[src/rtl/fir_decim_out_buffer.sv]
// Decimates the FIR output stream by 2**LOG2_D and buffers the results in a FWFT FIFO with sticky overflow.
// Optional: define DECIM_AVG_EN to replace last-sample pick with boxcar averaging over each window.
module fir_decim_out_buffer #(
  parameter int N      = 16,
  parameter int LOG2_D = 2,
  parameter int DEPTH  = 8,
  parameter int CNT_W  = 8
) (
  input  logic                      clk,
  input  logic                      reset,
  input  logic signed [N-1:0]       in_data,
  input  logic                      in_valid,
  output logic signed [N-1:0]       out_data,
  output logic                      out_valid,
  input  logic                      out_ready,
  output logic [$clog2(DEPTH):0]    fifo_count,
  output logic                      overflow,
  output logic [CNT_W-1:0]          drop_count,
  input  logic                      clear_ovf
);

  localparam int PTR_W = $clog2(DEPTH);
  localparam int CNT_FW = PTR_W + 1;
  localparam int PH_W = (LOG2_D > 0) ? LOG2_D : 1;
  localparam logic [PH_W-1:0] LAST_PH = PH_W'((2 ** LOG2_D) - 1);

  logic [PH_W-1:0]          phase_q, phase_d;
  logic signed [N-1:0]      mem_q [DEPTH];
  logic signed [N-1:0]      mem_d [DEPTH];
  logic [PTR_W-1:0]         wr_ptr_q, wr_ptr_d, rd_ptr_q, rd_ptr_d;
  logic [CNT_FW-1:0]        count_q, count_d;
  logic                     out_valid_q, out_valid_d;
  logic signed [N-1:0]      out_data_q, out_data_d;
  logic                     overflow_q, overflow_d;
  logic [CNT_W-1:0]         drop_cnt_q, drop_cnt_d;
  logic signed [N-1:0]      sample_s;
  logic                     produce_s, pop_s, push_s, drop_s, full_s;

  // Phase counter: only valid samples advance the decimation window.
  always_comb begin
    produce_s = in_valid && (phase_q == LAST_PH);
    if (!in_valid) begin
      phase_d = phase_q;
    end else if (phase_q == LAST_PH) begin
      phase_d = {PH_W{1'b0}};
    end else begin
      phase_d = phase_q + PH_W'(1);
    end
  end

`ifdef DECIM_AVG_EN
  localparam int ACC_W = N + LOG2_D;
  logic signed [ACC_W-1:0] acc_q, acc_d, sum_s, in_ext_s;

  // Boxcar sum: phase 0 restarts the window; the produced value includes the current sample.
  always_comb begin
    in_ext_s = ACC_W'(in_data);
    if (phase_q == {PH_W{1'b0}}) begin
      sum_s = in_ext_s;
    end else begin
      sum_s = acc_q + in_ext_s;
    end
    if (in_valid) begin
      acc_d = sum_s;
    end else begin
      acc_d = acc_q;
    end
    sample_s = N'(sum_s >>> LOG2_D);
  end

  // Accumulator register.
  always_ff @(posedge clk) begin
    if (reset) begin
      acc_q <= {ACC_W{1'b0}};
    end else begin
      acc_q <= acc_d;
    end
  end
`else
  // Pick mode: the last sample of each window passes through unchanged.
  always_comb begin
    sample_s = in_data;
  end
`endif

  // FIFO control: a pop in the same cycle frees the slot a full-FIFO push needs.
  always_comb begin
    full_s   = (count_q == CNT_FW'(DEPTH));
    pop_s    = out_valid_q && out_ready;
    push_s   = produce_s && (!full_s || pop_s);
    drop_s   = produce_s && full_s && !pop_s;
    mem_d    = mem_q;
    wr_ptr_d = wr_ptr_q;
    rd_ptr_d = rd_ptr_q;
    if (push_s) begin
      mem_d[wr_ptr_q] = sample_s;
      wr_ptr_d        = wr_ptr_q + PTR_W'(1);
    end else begin
      wr_ptr_d = wr_ptr_q;
    end
    if (pop_s) begin
      rd_ptr_d = rd_ptr_q + PTR_W'(1);
    end else begin
      rd_ptr_d = rd_ptr_q;
    end
    case ({push_s, pop_s})
      2'b10:   count_d = count_q + CNT_FW'(1);
      2'b01:   count_d = count_q - CNT_FW'(1);
      default: count_d = count_q;
    endcase
    out_valid_d = (count_d != {CNT_FW{1'b0}});
    if (out_valid_d) begin
      out_data_d = mem_d[rd_ptr_d];
    end else begin
      out_data_d = {N{1'b0}};
    end
  end

  // Overflow flag and saturating drop counter; a drop outranks a coincident clear.
  always_comb begin
    if (drop_s) begin
      overflow_d = 1'b1;
      if (clear_ovf) begin
        drop_cnt_d = CNT_W'(1);
      end else if (&drop_cnt_q) begin
        drop_cnt_d = drop_cnt_q;
      end else begin
        drop_cnt_d = drop_cnt_q + CNT_W'(1);
      end
    end else if (clear_ovf) begin
      overflow_d = 1'b0;
      drop_cnt_d = {CNT_W{1'b0}};
    end else begin
      overflow_d = overflow_q;
      drop_cnt_d = drop_cnt_q;
    end
  end

  // State registers; reset discards FIFO contents and any partial window.
  always_ff @(posedge clk) begin
    if (reset) begin
      phase_q     <= {PH_W{1'b0}};
      mem_q       <= '{default: {N{1'b0}}};
      wr_ptr_q    <= {PTR_W{1'b0}};
      rd_ptr_q    <= {PTR_W{1'b0}};
      count_q     <= {CNT_FW{1'b0}};
      out_valid_q <= 1'b0;
      out_data_q  <= {N{1'b0}};
      overflow_q  <= 1'b0;
      drop_cnt_q  <= {CNT_W{1'b0}};
    end else begin
      phase_q     <= phase_d;
      mem_q       <= mem_d;
      wr_ptr_q    <= wr_ptr_d;
      rd_ptr_q    <= rd_ptr_d;
      count_q     <= count_d;
      out_valid_q <= out_valid_d;
      out_data_q  <= out_data_d;
      overflow_q  <= overflow_d;
      drop_cnt_q  <= drop_cnt_d;
    end
  end

  assign out_data   = out_data_q;
  assign out_valid  = out_valid_q;
  assign fifo_count = count_q;
  assign overflow   = overflow_q;
  assign drop_count = drop_cnt_q;

endmodule
[config.mk]
export PLATFORM = sky130hd
export DESIGN_NAME = fir_decim_out_buffer
export DESIGN_NICKNAME = d
export VERILOG_FILES = /design/src/rtl/fir_decim_out_buffer.sv
export SDC_FILE = /design/constraint.sdc
export NUM_CORES = 1
export LEC_CHECK = 0
export BUFFER_PORTS_ARGS = -buffer_cell sky130_fd_sc_hd__buf_4
export CAP_MARGIN = 10
export CORE_UTILIZATION = 55
export CTS_CLUSTER_DIAMETER = 30
export DETAILED_ROUTE_END_ITERATION = 8
export PLACE_DENSITY = 0.72
export SYNTH_ARGS = -nofsm -noshare
export SYNTH_HDL_FRONTEND = slang
export SYNTH_SLANG_ARGS = --single-unit
[constraint.sdc]
create_clock -name clk -period 3.85 [get_ports clk]
set_input_delay 0.77 -clock clk [delete_from_list [all_inputs] [get_ports clk]]
set_output_delay 0.77 -clock clk [all_outputs]
set_load 0.05 [all_outputs]
==> out/results.ini <==
[global_route]
globalRouteOverflowTotal = 0
grt_usage_pct = 26.94
antenna_found_initial = 0
grt_pass1_wl_um = 29600
grt_pass1_vias = 5658
grt_max_degree = 51

[detailed_routing]
drtIter0Drc = 336
route.vias.total = 5909
ant_nets = 0
route.detailed.drc = 0
totalWireLength_um = 18110
first_pass_iters = 5
viasPerCell = 5.874
wl_per_cell_um = 18.00

[clock_network]
clk_path_buf_depth = 2
cts-root-buf = clkbuf_16
cts.sinks = 166
clk_pin_slew_ps = 70
cts_hold_buf = 0
cts_tree = yes
numCtsBuffers = 17
h-tree-depth = 4
cts_resized = 0
post-cts-setup-buffer-count = 0
insertion_delay_ps = 440

[power]
irDropWorstVdd_mv = 0.2924
leakage_nw = 3.297
p_per_area_nw_per_um2 = 454.6
p_total_mw = 3.911

[sta]
finalCritPeriodShare_pct = 88.29
slew_violations = 0
timing.fmax_mhz = 294.2
tns_ps = 0
setup_viol = 0
worst_pin_slew_ps = 1065
slew_headroom_pct = 28.90
skew_ps = 12.36
period_minus_slack_ps = 3399
rsz0062_at_grt = no
hold_viol = 0

[yosys]
syn_area_um2 = 7458
async_flop_share_pct = 0
netlist_instances = 798
yosys_warnings = 0
synth_flop_cell = dfxtp_1
ys_seq_area_share_pct = 44.56
synth_top_area_share_pct = 44.56
mappedNetlistNets = 826
yosys.area.top_type = dfxtp_1
ys_top_cells_by_area = dfxtp_1 45%, mux2i_1 9.5%, nor2_1 5.8%
synth_edf_count = 0
syn_avg_cell_area_um2 = 9.346
ys_ff_latch = 166
ys_types = 65

[die]
core_um2 = 13240
rows = 42
fp.dieW_um = 118.5
fp.dieH_um = 118.5
start_util_pct = 56.32
dieArea_um2 = 14030
io_pins = 51

[placement]
routabilityCongestion = 0.8459
portBuffers = 50
dp_hpwl_um = 11310
placed_area_um2 = 7921

[setup_path]
cp-end-kind = flop
arrival_ps = 3740
worst-setup-path-type = reg2reg
critPathRequiredTime_ps = 4190
cp_max_fo = 17
start_kind = flop

[worst_hold_path]
min_path_type = reg2reg

[finish]
syn2layout_area_growth_pct = 15.33
nNetsFinal = 845
num_antenna_cells = 0
drive_above_1_share_pct = 16.87
final_cell_area_um2 = 8602

[run_status]
status = complete, no violations

[job]
drv_cap = 0

layout by cell type, fill, tap and decap left out, types with 3 or more instances in the layout:
cell,instances
clkinvlp_4,4
xor2_1,6
nor2_1,116
a221o_1,3
nor4b_2,8
inv_1,5
dfxtp_1,166
a221oi_1,3
buf_4,73
mux2i_1,71
nor4_2,3
nor4b_1,5
xnor2_1,6
nor2b_1,33
a31o_2,3
bufinv_16,6
clkbuf_16,17
a22o_1,13
a211oi_1,33
a32oi_1,14
a21oi_1,68
ha_1,7
mux2_1,32
and3_1,5
nand2_1,77
flip-flops by register name (all words and copies together), names as in the netlist:
name / cells
drop_count: 8
fifo_count: 4
mem_q: 128
out_data: 16
out_valid: 1
overflow: 1
phase_q: 2
rd_ptr_q: 3
wr_ptr_q: 3
stage by stage:
step	instances	hold slack, ps	setup WS (ps)	util [%]
2_1_floorplan	798	436.0	232.0	-
3_3_place_gp	974	441.7	506.5	59.82
3_5_place_dp	974	448.3	302.9	59.82
4_1_cts	1006	456.8	464.1	64.96
5_1_grt	1006	474.2	216.2	64.96
6_report	1006	457.9	450.7	64.96
worst max-delay path, cell delays in order, from the launching register on:
cell	delay, ps
dfxtp_1	560
nor4b_4	90
buf_4	180
a21oi_1	370
inv_1	160
ha_1	290
xor2_1	170
ha_1	200
a21oi_1	140
xor2_1	160
nor2_1	70
xnor2_1	150
a31o_1	190
buf_4	230
nor4b_1	330
cells by family (layout without fill, tap and decap cells):
family	Yosys count	after routing	synth area share, %
buf+inv	80	112	4.781
mux	103	103	14.36
xor+xnor	12	12	1.409
compound gates	158	158	15.33
fa+ha+maj	7	7	1.174
flops	166	166	44.56
simple gates	272	272	18.39
where the power goes:
group	internal, mW	total (mW)	leakage, nW	switching, mW
Combinational	0.0753	0.231	1.64	0.155
Sequential	1.73	1.73	1.34	0.00850
Clock	1.25	1.95	0.318	0.695
worst paths after layout:
path            startpoint          end  slack, ps  cells after the start
max reg2reg  fifo_count[1]  out_data[4]        450                     14
min reg2reg      mem_q[21]    mem_q[21]        460                      2
max          fifo_count[1]  out_data[4]        450                     14
min              mem_q[21]    mem_q[21]        460                      2
Yosys cell counts, drive strengths merged (2+ instances only):
cell type and number:
dfxtp 166, nor2 117, nand2 77, mux2i 71, a21oi 68, clkbuf 59, a211oi 37, nor2b 34
mux2 32, buf 15, a22o 14, a32oi 14, nor4b 14, ha 7, inv 6, xnor2 6
xor2 6, and3 5, a31o 4, o21ai 4, a221o 3, a221oi 3, nor4 3, or2 3
or3 3, and2 2, and4b 2, nand3b 2, nor3 2, o211ai 2
layer usage:
layer	GRT usage, %	vias up	share of wire, %
li1	-	2822	-
met1	34.16	2884	45
met2	44.74	166	49
met3	5.309	37	4.4
met4	11.31	0	2.4
met5	0	-	0
layout make-up:
class / count / area [um^2]
flip-flops and latches: 166 / 3323
multi-input cells: 552 / 3787
well taps: 176 / 220.2
clock buffers: 20 / 456.7
repair buffers: 74 / 568.0
clock inverters: 12 / 224.0
inverters: 6 / 22.52
fillers: 1079 / 4641
Note: power is estimated with default switching activity, not from simulation.
